==> config.mk <==
export PLATFORM = sky130hd
export DESIGN_NAME = pipe_stage_elastic_flat
export DESIGN_NICKNAME = d
export VERILOG_FILES = /design/src/rtl/pipe_stage_elastic_pkg.sv /design/src/rtl/pipe_stage_elastic_if.sv /design/src/rtl/pipe_stage_elastic_sat_counter.sv /design/src/rtl/pipe_stage_elastic.sv /design/src/flat_wrapper.sv
export SDC_FILE = /design/constraint.sdc
export NUM_CORES = 1
export LEC_CHECK = 0
export CORE_UTILIZATION = 35
export DETAILED_ROUTE_END_ITERATION = 10
export GPL_TIMING_DRIVEN = 0
export PLACE_DENSITY = 0.72
export SYNTH_ARGS = -nofsm -noshare
export SYNTH_HDL_FRONTEND = slang
export SYNTH_SLANG_ARGS = --single-unit
export TNS_END_PERCENT = 10
==> constraint.sdc <==
create_clock -name clk_i -period 1.7 [get_ports clk_i]
set_clock_uncertainty 0.1 [all_clocks]
set_input_delay 0.34 -clock clk_i [delete_from_list [all_inputs] [get_ports clk_i]]
set_output_delay 0.34 -clock clk_i [all_outputs]
set_load 0.02 [all_outputs]
==> src/rtl/pipe_stage_elastic_pkg.sv <==
// Shared types and constants for the elastic CPU pipeline stage register.
package cpu_pipe_pkg;

    // Occupancy states of the stage; the encoding equals the number of beats held.
    typedef enum logic [1:0] {
        PS_EMPTY = 2'd0,
        PS_ONE   = 2'd1,
        PS_TWO   = 2'd2
    } pipe_state_t;

    // Default payload width of a stage bundle.
    localparam int unsigned PIPE_DATA_W = 32;

    // NOP bundle the CPU loads into a stage after reset or a flush (addi x0,x0,0).
    localparam logic [PIPE_DATA_W-1:0] PIPE_NOP_BUNDLE = 32'h0000_0013;

    // Number of beats held in a given state.
    function automatic logic [1:0] state_occupancy(input pipe_state_t s);
        logic [1:0] occ;
        case (s)
            PS_ONE:  occ = 2'd1;
            PS_TWO:  occ = 2'd2;
            default: occ = 2'd0;
        endcase
        return occ;
    endfunction

endpackage

==> src/rtl/pipe_stage_elastic_if.sv <==
// Valid/ready handshake bundle between two pipeline stages.
// Signal names are seen from the stage register: *_i flows into it, *_o out of it.
interface pipe_stage_elastic_if
    import cpu_pipe_pkg::*;
#(
    parameter int unsigned DATA_W = PIPE_DATA_W
);
    logic              valid_i;
    logic              ready_o;
    logic [DATA_W-1:0] data_i;
    logic              valid_o;
    logic              ready_i;
    logic [DATA_W-1:0] data_o;

    // Stage register side.
    modport slave (
        input  valid_i,
        input  data_i,
        input  ready_i,
        output ready_o,
        output valid_o,
        output data_o
    );

    // Surrounding stages (upstream producer and downstream consumer).
    modport master (
        output valid_i,
        output data_i,
        output ready_i,
        input  ready_o,
        input  valid_o,
        input  data_o
    );
endinterface

==> src/rtl/pipe_stage_elastic_sat_counter.sv <==
// Saturating up-counter: counts cycles with inc_i high, sticks at all-ones.
module pipe_sat_counter
    import cpu_pipe_pkg::*;
#(
    parameter int unsigned CNT_W = 16
) (
    input  logic             clk_i,
    input  logic             rst_i,
    input  logic             inc_i,
    output logic [CNT_W-1:0] cnt_o
);
    logic [CNT_W-1:0] r_cnt;
    logic             w_at_max;

    // Saturation detect.
    always_comb begin
        w_at_max = (r_cnt == '1);
    end

    // Count register; cleared only by reset.
    always_ff @(posedge clk_i or negedge rst_i) begin
        if (!rst_i) begin
            r_cnt <= '0;
        end else if (inc_i && !w_at_max) begin
            r_cnt <= r_cnt + 1'b1;
        end
    end

    assign cnt_o = r_cnt;
endmodule

==> src/rtl/pipe_stage_elastic.sv <==
// Elastic pipeline stage register: main register plus a 1-entry skid buffer,
// valid/ready handshake, stall/freeze/flush control and a saturating bubble counter.
module pipe_stage_elastic
    import cpu_pipe_pkg::*;
#(
    parameter int unsigned       DATA_W    = 32,
    parameter logic [DATA_W-1:0] FLUSH_VAL = '0,
    parameter int unsigned       CNT_W     = 16
) (
    input  logic                 clk_i,
    input  logic                 rst_i,
    input  logic                 start_i,
    input  logic                 flush_i,
    input  logic                 stall_i,
    pipe_stage_elastic_if.slave  bus,
    output logic [1:0]           occupancy_o,
    output logic [CNT_W-1:0]     bubble_cnt_o
);
    pipe_state_t       r_state;
    pipe_state_t       w_state_nxt;
    logic [DATA_W-1:0] r_main;
    logic [DATA_W-1:0] w_main_nxt;
    logic [DATA_W-1:0] r_skid;
    logic [DATA_W-1:0] w_skid_nxt;

    logic w_valid;
    logic w_ready;
    logic w_run;
    logic w_acc;
    logic w_emit;
    logic w_bubble;

    // Handshake qualifiers. ready is also forced low while reset is asserted,
    // otherwise it depends only on start, stall and whether the skid is full.
    always_comb begin
        w_valid  = (r_state != PS_EMPTY);
        w_run    = start_i & ~stall_i;
        w_ready  = rst_i & w_run & (r_state != PS_TWO);
        w_acc    = bus.valid_i & w_ready;
        w_emit   = w_valid & bus.ready_i & w_run;
        w_bubble = start_i & ~w_valid;
    end

    // Next-state and datapath mux; flush overrides every other condition.
    always_comb begin
        w_state_nxt = r_state;
        w_main_nxt  = r_main;
        w_skid_nxt  = r_skid;
        if (flush_i) begin
            w_state_nxt = PS_EMPTY;
            w_main_nxt  = FLUSH_VAL;
            w_skid_nxt  = '0;
        end else begin
            case (r_state)
                PS_EMPTY: begin
                    if (w_acc) begin
                        w_state_nxt = PS_ONE;
                        w_main_nxt  = bus.data_i;
                    end
                end
                PS_ONE: begin
                    if (w_acc && w_emit) begin
                        w_main_nxt  = bus.data_i;
                    end else if (w_acc) begin
                        w_state_nxt = PS_TWO;
                        w_skid_nxt  = bus.data_i;
                    end else if (w_emit) begin
                        // data_o keeps the last delivered beat while empty.
                        w_state_nxt = PS_EMPTY;
                    end
                end
                PS_TWO: begin
                    if (w_emit) begin
                        w_state_nxt = PS_ONE;
                        w_main_nxt  = r_skid;
                    end
                end
                default: begin
                    w_state_nxt = PS_EMPTY;
                end
            endcase
        end
    end

    // State and storage registers.
    always_ff @(posedge clk_i or negedge rst_i) begin
        if (!rst_i) begin
            r_state <= PS_EMPTY;
            r_main  <= FLUSH_VAL;
            r_skid  <= '0;
        end else begin
            r_state <= w_state_nxt;
            r_main  <= w_main_nxt;
            r_skid  <= w_skid_nxt;
        end
    end

    pipe_sat_counter #(
        .CNT_W (CNT_W)
    ) u_bubble_cnt (
        .clk_i (clk_i),
        .rst_i (rst_i),
        .inc_i (w_bubble),
        .cnt_o (bubble_cnt_o)
    );

    assign bus.ready_o  = w_ready;
    assign bus.valid_o  = w_valid;
    assign bus.data_o   = r_main;
    assign occupancy_o  = state_occupancy(r_state);
endmodule

==> src/flat_wrapper.sv <==
// flat-port wrapper written by rule: the top's interface ports become plain ports
module pipe_stage_elastic_flat import cpu_pipe_pkg::*;
#(
    parameter int unsigned       DATA_W    = 32,
    parameter logic [DATA_W-1:0] FLUSH_VAL = '0,
    parameter int unsigned       CNT_W     = 16
)
  (clk_i, rst_i, start_i, flush_i, stall_i, occupancy_o, bubble_cnt_o, bus_valid_i, bus_data_i, bus_ready_i, bus_ready_o, bus_valid_o, bus_data_o);
  pipe_stage_elastic_if #(.DATA_W(DATA_W)) bus_i ();
  input  logic clk_i;
  input  logic rst_i;
  input  logic start_i;
  input  logic flush_i;
  input  logic stall_i;
  output logic [1:0] occupancy_o;
  output logic [CNT_W-1:0] bubble_cnt_o;
  input wire logic [$bits(bus_i.valid_i)-1:0] bus_valid_i;
  input wire logic [$bits(bus_i.data_i)-1:0] bus_data_i;
  input wire logic [$bits(bus_i.ready_i)-1:0] bus_ready_i;
  output wire logic [$bits(bus_i.ready_o)-1:0] bus_ready_o;
  output wire logic [$bits(bus_i.valid_o)-1:0] bus_valid_o;
  output wire logic [$bits(bus_i.data_o)-1:0] bus_data_o;
  assign bus_i.valid_i = bus_valid_i;
  assign bus_i.data_i = bus_data_i;
  assign bus_i.ready_i = bus_ready_i;
  assign bus_ready_o = bus_i.ready_o;
  assign bus_valid_o = bus_i.valid_o;
  assign bus_data_o = bus_i.data_o;
  pipe_stage_elastic #(.DATA_W(DATA_W), .FLUSH_VAL(FLUSH_VAL), .CNT_W(CNT_W)) u_core (.clk_i(clk_i), .rst_i(rst_i), .start_i(start_i), .flush_i(flush_i), .stall_i(stall_i), .bus(bus_i), .occupancy_o(occupancy_o), .bubble_cnt_o(bubble_cnt_o));
endmodule
# [Word level (Yosys, flattened, before mapping)]
# Cells that the tools add are included.
[word_totals] word_cells=51 out_inout_bits=52 in_bits=39 ff_bits=82
[classes] n_reduce_logical=11 n_eq_ne=10 bitwise=9 add_sub_neg=1 muxes=16
[ops] op="32-bit 2-to-1 mux" n=7
[ops] op="32-bit case mux with 3 select lines" n=1
[ops] op="16-bit by 1-bit adder with 16-bit output (second input constant)" n=1
[ops] op="16-bit equality test (second input constant)" n=1
[ops] op="2-bit 2-to-1 mux" n=6
[ops] op="3-bit by 2-bit != test with 1-bit output (second input constant)" n=3
[ops] op="4-bit AND reduction" n=2
[ops] op="1-bit AND" n=7
[ops] op="2-bit case mux with 3 select lines" n=1
[ops] op="2-bit nonzero test" n=3
[ops] op="2-bit != test (second input constant)" n=2
[ops] op="4-bit by 2-bit != test with 1-bit output (second input constant)" n=1
[ops] op="2-bit case mux with 2 select lines" n=1
[ops] op="4-bit nonzero test" n=1
[ops] op="3-bit != test (second input constant)" n=1
[ops] op="3-bit AND reduction" n=1
[ops] op="2-bit by 1-bit equality test with 1-bit output (second input constant)" n=1
[ops] op="2-bit equality test (second input constant)" n=1
[ops] op="1-bit logical AND" n=2
[ops] op="2-bit zero test" n=1
[ops] op="1-bit inverter" n=2
[ops] op="1-bit zero test" n=1

# [Longest topological paths before layout]
[logic_depth] depth_word=9 mapped_depth=8 depth_no_buf=5

# [Hierarchy]
# From an unflattened synthesis, not the netlist that was laid out.
[unflattened] hier_cells=388 area_unflattened_um2=4013.8
[modules_own_cells] mod="pipe_stage_elastic" area_each_um2=3213.1 seq_area_each_um2=1651.6 instances=1 cells_each=319
[modules_own_cells] mod="pipe_sat_counter" area_each_um2=800.8 seq_area_each_um2=400.4 instances=1 cells_each=69

# [Worst setup path after synthesis]
# Ideal clock, no wire load.
[synth_path] path_type="reg2reg" start="register u_core.u_bubble_cnt.r_cnt[12] (netlist: u_core.u_bubble_cnt.cnt_o[12])" end="register u_core.u_bubble_cnt.r_cnt[1] (netlist: u_core.u_bubble_cnt.cnt_o[1])" arrival_ns=1.596 stages_incl_launch_ff=5 setup_time_ns=0.128 period_less_slack_ns=1.824 n_path_buf=0 t_required_ns=1.472 path_slack_ns=-0.124 cell_sequence="dfrtp_1 -> nand4_1 -> nor4_4 -> a21oi_1 -> mux2_1"
[synth_via] elab_chain_len=3
[synth_lines] item="start, declared" line_no="pipe_stage_elastic_sat_counter.sv:12" rtl="logic [CNT_W-1:0] r_cnt;"
[synth_lines] item="start signal, assigned" line_no="pipe_stage_elastic_sat_counter.sv:25" rtl="r_cnt <= r_cnt + 1'b1;"
[synth_lines] item="16-bit equality test" line_no="pipe_stage_elastic_sat_counter.sv:17" rtl="w_at_max = (r_cnt == '1);"
[synth_lines] item="1-bit zero test" line_no="pipe_stage_elastic_sat_counter.sv:24" rtl="end else if (inc_i && !w_at_max) begin"
[synth_lines] item="1-bit logical AND" line_no="pipe_stage_elastic_sat_counter.sv:24"
# Every way passes these cells.
# A chain may end at the register's enable or synchronous reset.

# [Worst setup path after layout]
[layout_path] start="register u_core.r_state[1]" end="output port bus_ready_o"
[layout_via] elab_chain_len=2
[layout_lines] item="start, declared" line_no="pipe_stage_elastic.sv:19" rtl="pipe_state_t r_state;"
[layout_lines] item="start signal, assigned" line_no="pipe_stage_elastic.sv:92" rtl="r_state <= w_state_nxt;"
[layout_lines] item="2-bit != test" line_no="pipe_stage_elastic.sv:38" rtl="w_ready = rst_i & w_run & (r_state != PS_TWO);"
[layout_lines] item="1-bit AND" line_no="pipe_stage_elastic.sv:38"
[layout_lines] item="end, declared" line_no="flat_wrapper.sv:20" rtl="output wire logic [$bits(bus_i.ready_o)-1:0] bus_ready_o;"
# Every way passes these cells.

==> reports/metrics.csv <==
stage,metric,value,unit
logic_synthesis,number of synthesized flops with an enable pin,0,
sta,final setup violating endpoints,48,
final_layout,# fillers,946,
final_layout,"Design Area, Final",0.00578,mm2
placed_design,Placer Congestion,0.793,
global_route,initial antenna violation count,0,
floorplan,die area,0.0116,mm2
logic_synthesis,largest area contributor in the netlist,dfrtp_1,
logic_synthesis,Compound-Gate Fraction of Synth Area,0.210,
detailed_routing,via count,3389,
final_layout,layout cell share with drive strength beyond 1,0.261,
clock_network,Sink Count,82,
global_route,vias in the first global route,3496,
worst_setup_path,crit-path leading delay family,buffers and inverters,
clock_network,Clock Tree Root,clkbuf_8,
logic_synthesis,synth top area cells,"dfrtp_1, a311oi_2, a22o_1",
placed_design,pre-CTS WS,-0.949,ns
min_path,Hold Path Cell Cnt,1,
logic_synthesis,Synth Register Bits,82,
sta,Hold Slack,0.397,ns
detailed_routing,final wirelength,11.3,mm
logic_synthesis,"Seq/Total Area, Yosys",0.523,
worst_setup_path,critical path class,reg -> out,
detailed_routing,DRC viols,0,
status,status,finished with violations,
pwr,power per cell area,870,mW/mm2
detailed_routing,1st-pass router iterations,4,
worst_setup_path,"Slowest-stage cell, CP",dfrtp_1,
status,violated checks,setup timing,
clock_network,CTS tree,done,
logic_synthesis,Synth Area in Simple Gates,0.183,
clock_network,worst skew pair latency,0.36,ns
worst_setup_path,"critical path fanouts, max",7,
sta,Peak Freq,525,MHz
worst_setup_path,worst r2r path cells,7,
logic_synthesis,prevailing post-synth register cell,dfrtp_1,
logic_synthesis,ys async rst share,1.00,
final_layout,Post-Layout Cell Count,623,
worst_setup_path,Worst setup SP type,register,
worst_setup_path,max incr delay on CP,0.39,ns
sta,max-slew violations,0,
detailed_routing,Initial DRC Count,201,
sta,"Worst Setup Slack, final",-0.205,ns
pwr,Peak supply drop,0.542,mV
worst_setup_path,worst endpoint required time,1.26,ns
placed_design,placed cell count,581,
clock_network,CTS Buffer Depth,2,
floorplan,I/O pin total,91,
global_route,largest net degree at the start of global routing,31,
floorplan,die width,108,um
sta,RSZ-0062 raised after global routing,yes,
detailed_routing,post-DR vias/cell,5.44,
global_route,first-pass GRT wire length,18.4,mm
sta,setup tns final,-4.17,ns
logic_synthesis,syn_nets,391,
worst_setup_path,critical path arrival,1.46,ns
sta,Period minus WS final,1.90,ns
floorplan,Die Ht,108,um
sta,Slew @ Worst Pin,0.754,ns
logic_synthesis,post-synthesis xor/xnor area fraction,0.0290,
global_route,Overflow after GRT,0,
logic_synthesis,Synth warnings,0,
logic_synthesis,Synth top area share,0.523,
min_path,hold crit path type,reg -> reg,
final_layout,# diodes,0,
detailed_routing,antenna-violating nets left,0,
logic_synthesis,synth cell count leaders,"dfrtp_1, nand2_1, nor3_1",
global_route,gr usage total,0.208,
pwr,Leak Pwr,2.69,nW
logic_synthesis,largest family of logic cells by synthesized area,compound AO/OA/AOI/OAI gates,
worst_setup_path,Critical Path Stages,5,
logic_synthesis,Post-Syn Instances,351,
sta,Final Cycle Share,1.12,
detailed_routing,wire per inst,18.1,um
logic_synthesis,"count leader, synth",dfrtp_1,
sta,Hold Fails Final Rpt,0,
worst_setup_path,Critical Path Sink Type,output pin,
placed_design,Post-DP Area,0.00504,mm2
floorplan,num rows,38,
placed_design,post-DP HPWL,6.92,mm
logic_synthesis,number of distinct library cells after synthesis,43,
final_layout,nets,518,
final_layout,"Area growth, synth to finish",47.3,%
floorplan,Starting Density,0.360,
run,maxcap violations,0,
placed_design,port bufs,89,
worst_setup_path,"Critical Path, Cell by Cell",buf_6 -> nand2b_4 -> clkbuf_16 -> and4b_1 -> buf_6,
logic_synthesis,Mapped Avg Cell Area,11.2,um2
clock_network,TritonCTS Buffers,9,
clock_network,Worst-path clk slew,0.09,ns
sta,Slew HR,0.497,
logic_synthesis,Syn Std Cell Area,0.00393,mm2
logic_synthesis,multiplexer share of the synthesized area,0.00797,
logic_synthesis,Post-Synth Adder-Cell Area,0.00319,
worst_setup_path,CP bufs+invs,3,
clock_network,htree depth,3,
worst_setup_path,CP most frequent cell,buf_6,
floorplan,Core Region,0.0109,mm2
## what timing repair did
action / in CTS / in global routing
endpoints found under the setup margin: 132 / 82
pin swaps: 12 / 15
gates cloned: 4 / 0
hold endpoints to repair: 37 / 0
resized for setup: 117 / 22
setup buffers: 13 / 4
hold buffers: 6 / 0
## routing by layer
layer | vias up | wire length, um | GRT usage
met5 | - | 0 | 0
li1 | 1555 | - | -
met1 | 1716 | 4930 | 0.270
met2 | 110 | 5640 | 0.344
met4 | 0 | 98 | 0.0538
met3 | 8 | 634 | 0.0533
## cells in the final DEF, fill, tap and decap left out, drive strengths merged, types with 3 or more instances in the layout
cell           instances
nor3                  35
clkdlybuf4s50         32
inv                    6
or2                    3
a22o                  32
buf                   45
nor2                   7
nand2                 71
a311oi                32
a21oi                  4
bufinv                 3
dfrtp                 82
nor4                   5
dlygate4sd3            4
dlygate4sd2           52
clkbuf                19
nand3                  6
xor2                  11
nand4                  3
## logic make-up after synthesis
family / count (synthesis)
fa+ha+maj: 1
compound gates: 74
simple gates: 144
buf+inv: 34
flops: 82
xor+xnor: 13
mux: 3
## report_power, final
part / internal (mW) / switching (mW)
Clock: 0.991 / 0.794
Sequential: 2.08 / 0.158
Combinational: 0.462 / 0.548
## metrics by stage
step | util | power [mW]
2_1_floorplan | - | 2.75
3_3_place_gp | 0.461 | 3.22
3_5_place_dp | 0.463 | 3.26
4_1_cts | 0.524 | 5.08
5_1_grt | 0.531 | 5.27
6_report | 0.531 | 5.03
## worst register-to-register path, stage by stage (launching register included)
cell,delay [ns]
dfrtp_1,0.39
buf_6,0.14
buf_4,0.14
a211oi_4,0.29
buf_4,0.18
buf_4,0.17
nor3_1,0.08
a311oi_2,0.25
## registers in the layout, indices dropped and copies added (netlist names)
signal and count:
u_core.bus.data_o 32, u_core.r_skid 32, u_core.r_state 2, u_core.u_bubble_cnt.cnt_o 16
## path summary, 6_finish.rpt
check	slack, ns	endpoint	start
max reg2reg	-0.13	u_core.bus.data_o[10]$_DFFE_PN0P_	u_core.r_state[1]$_DFFE_PN0P_
max	-0.20	bus_ready_o	u_core.r_state[1]$_DFFE_PN0P_
min in group asynchronous	0.46	u_core.r_skid[2]$_DFFE_PN0P_	rst_i
min	0.40	u_core.u_bubble_cnt.cnt_o[9]$_DFFE_PN0P_	u_core.u_bubble_cnt.cnt_o[9]$_DFFE_PN0P_
max in group asynchronous	0.54	u_core.u_bubble_cnt.cnt_o[12]$_DFFE_PN0P_	rst_i
min reg2reg	0.40	u_core.u_bubble_cnt.cnt_o[9]$_DFFE_PN0P_	u_core.u_bubble_cnt.cnt_o[9]$_DFFE_PN0P_
## final cells by class
type / count / area, um2 / area share
clock buffer: 9 / 124 / 0.0214
multi-input combinational: 235 / 1790 / 0.310
buffer: 29 / 277 / 0.0478
inverter: 4 / 22.5 / 0.00390
tap: 140 / 175 / 0.0303
clock inverter: 7 / 125 / 0.0216
sequential: 82 / 2060 / 0.356
timing repair buffer: 117 / 1210 / 0.209
No activity file was read; power rests on OpenSTA's default activity.
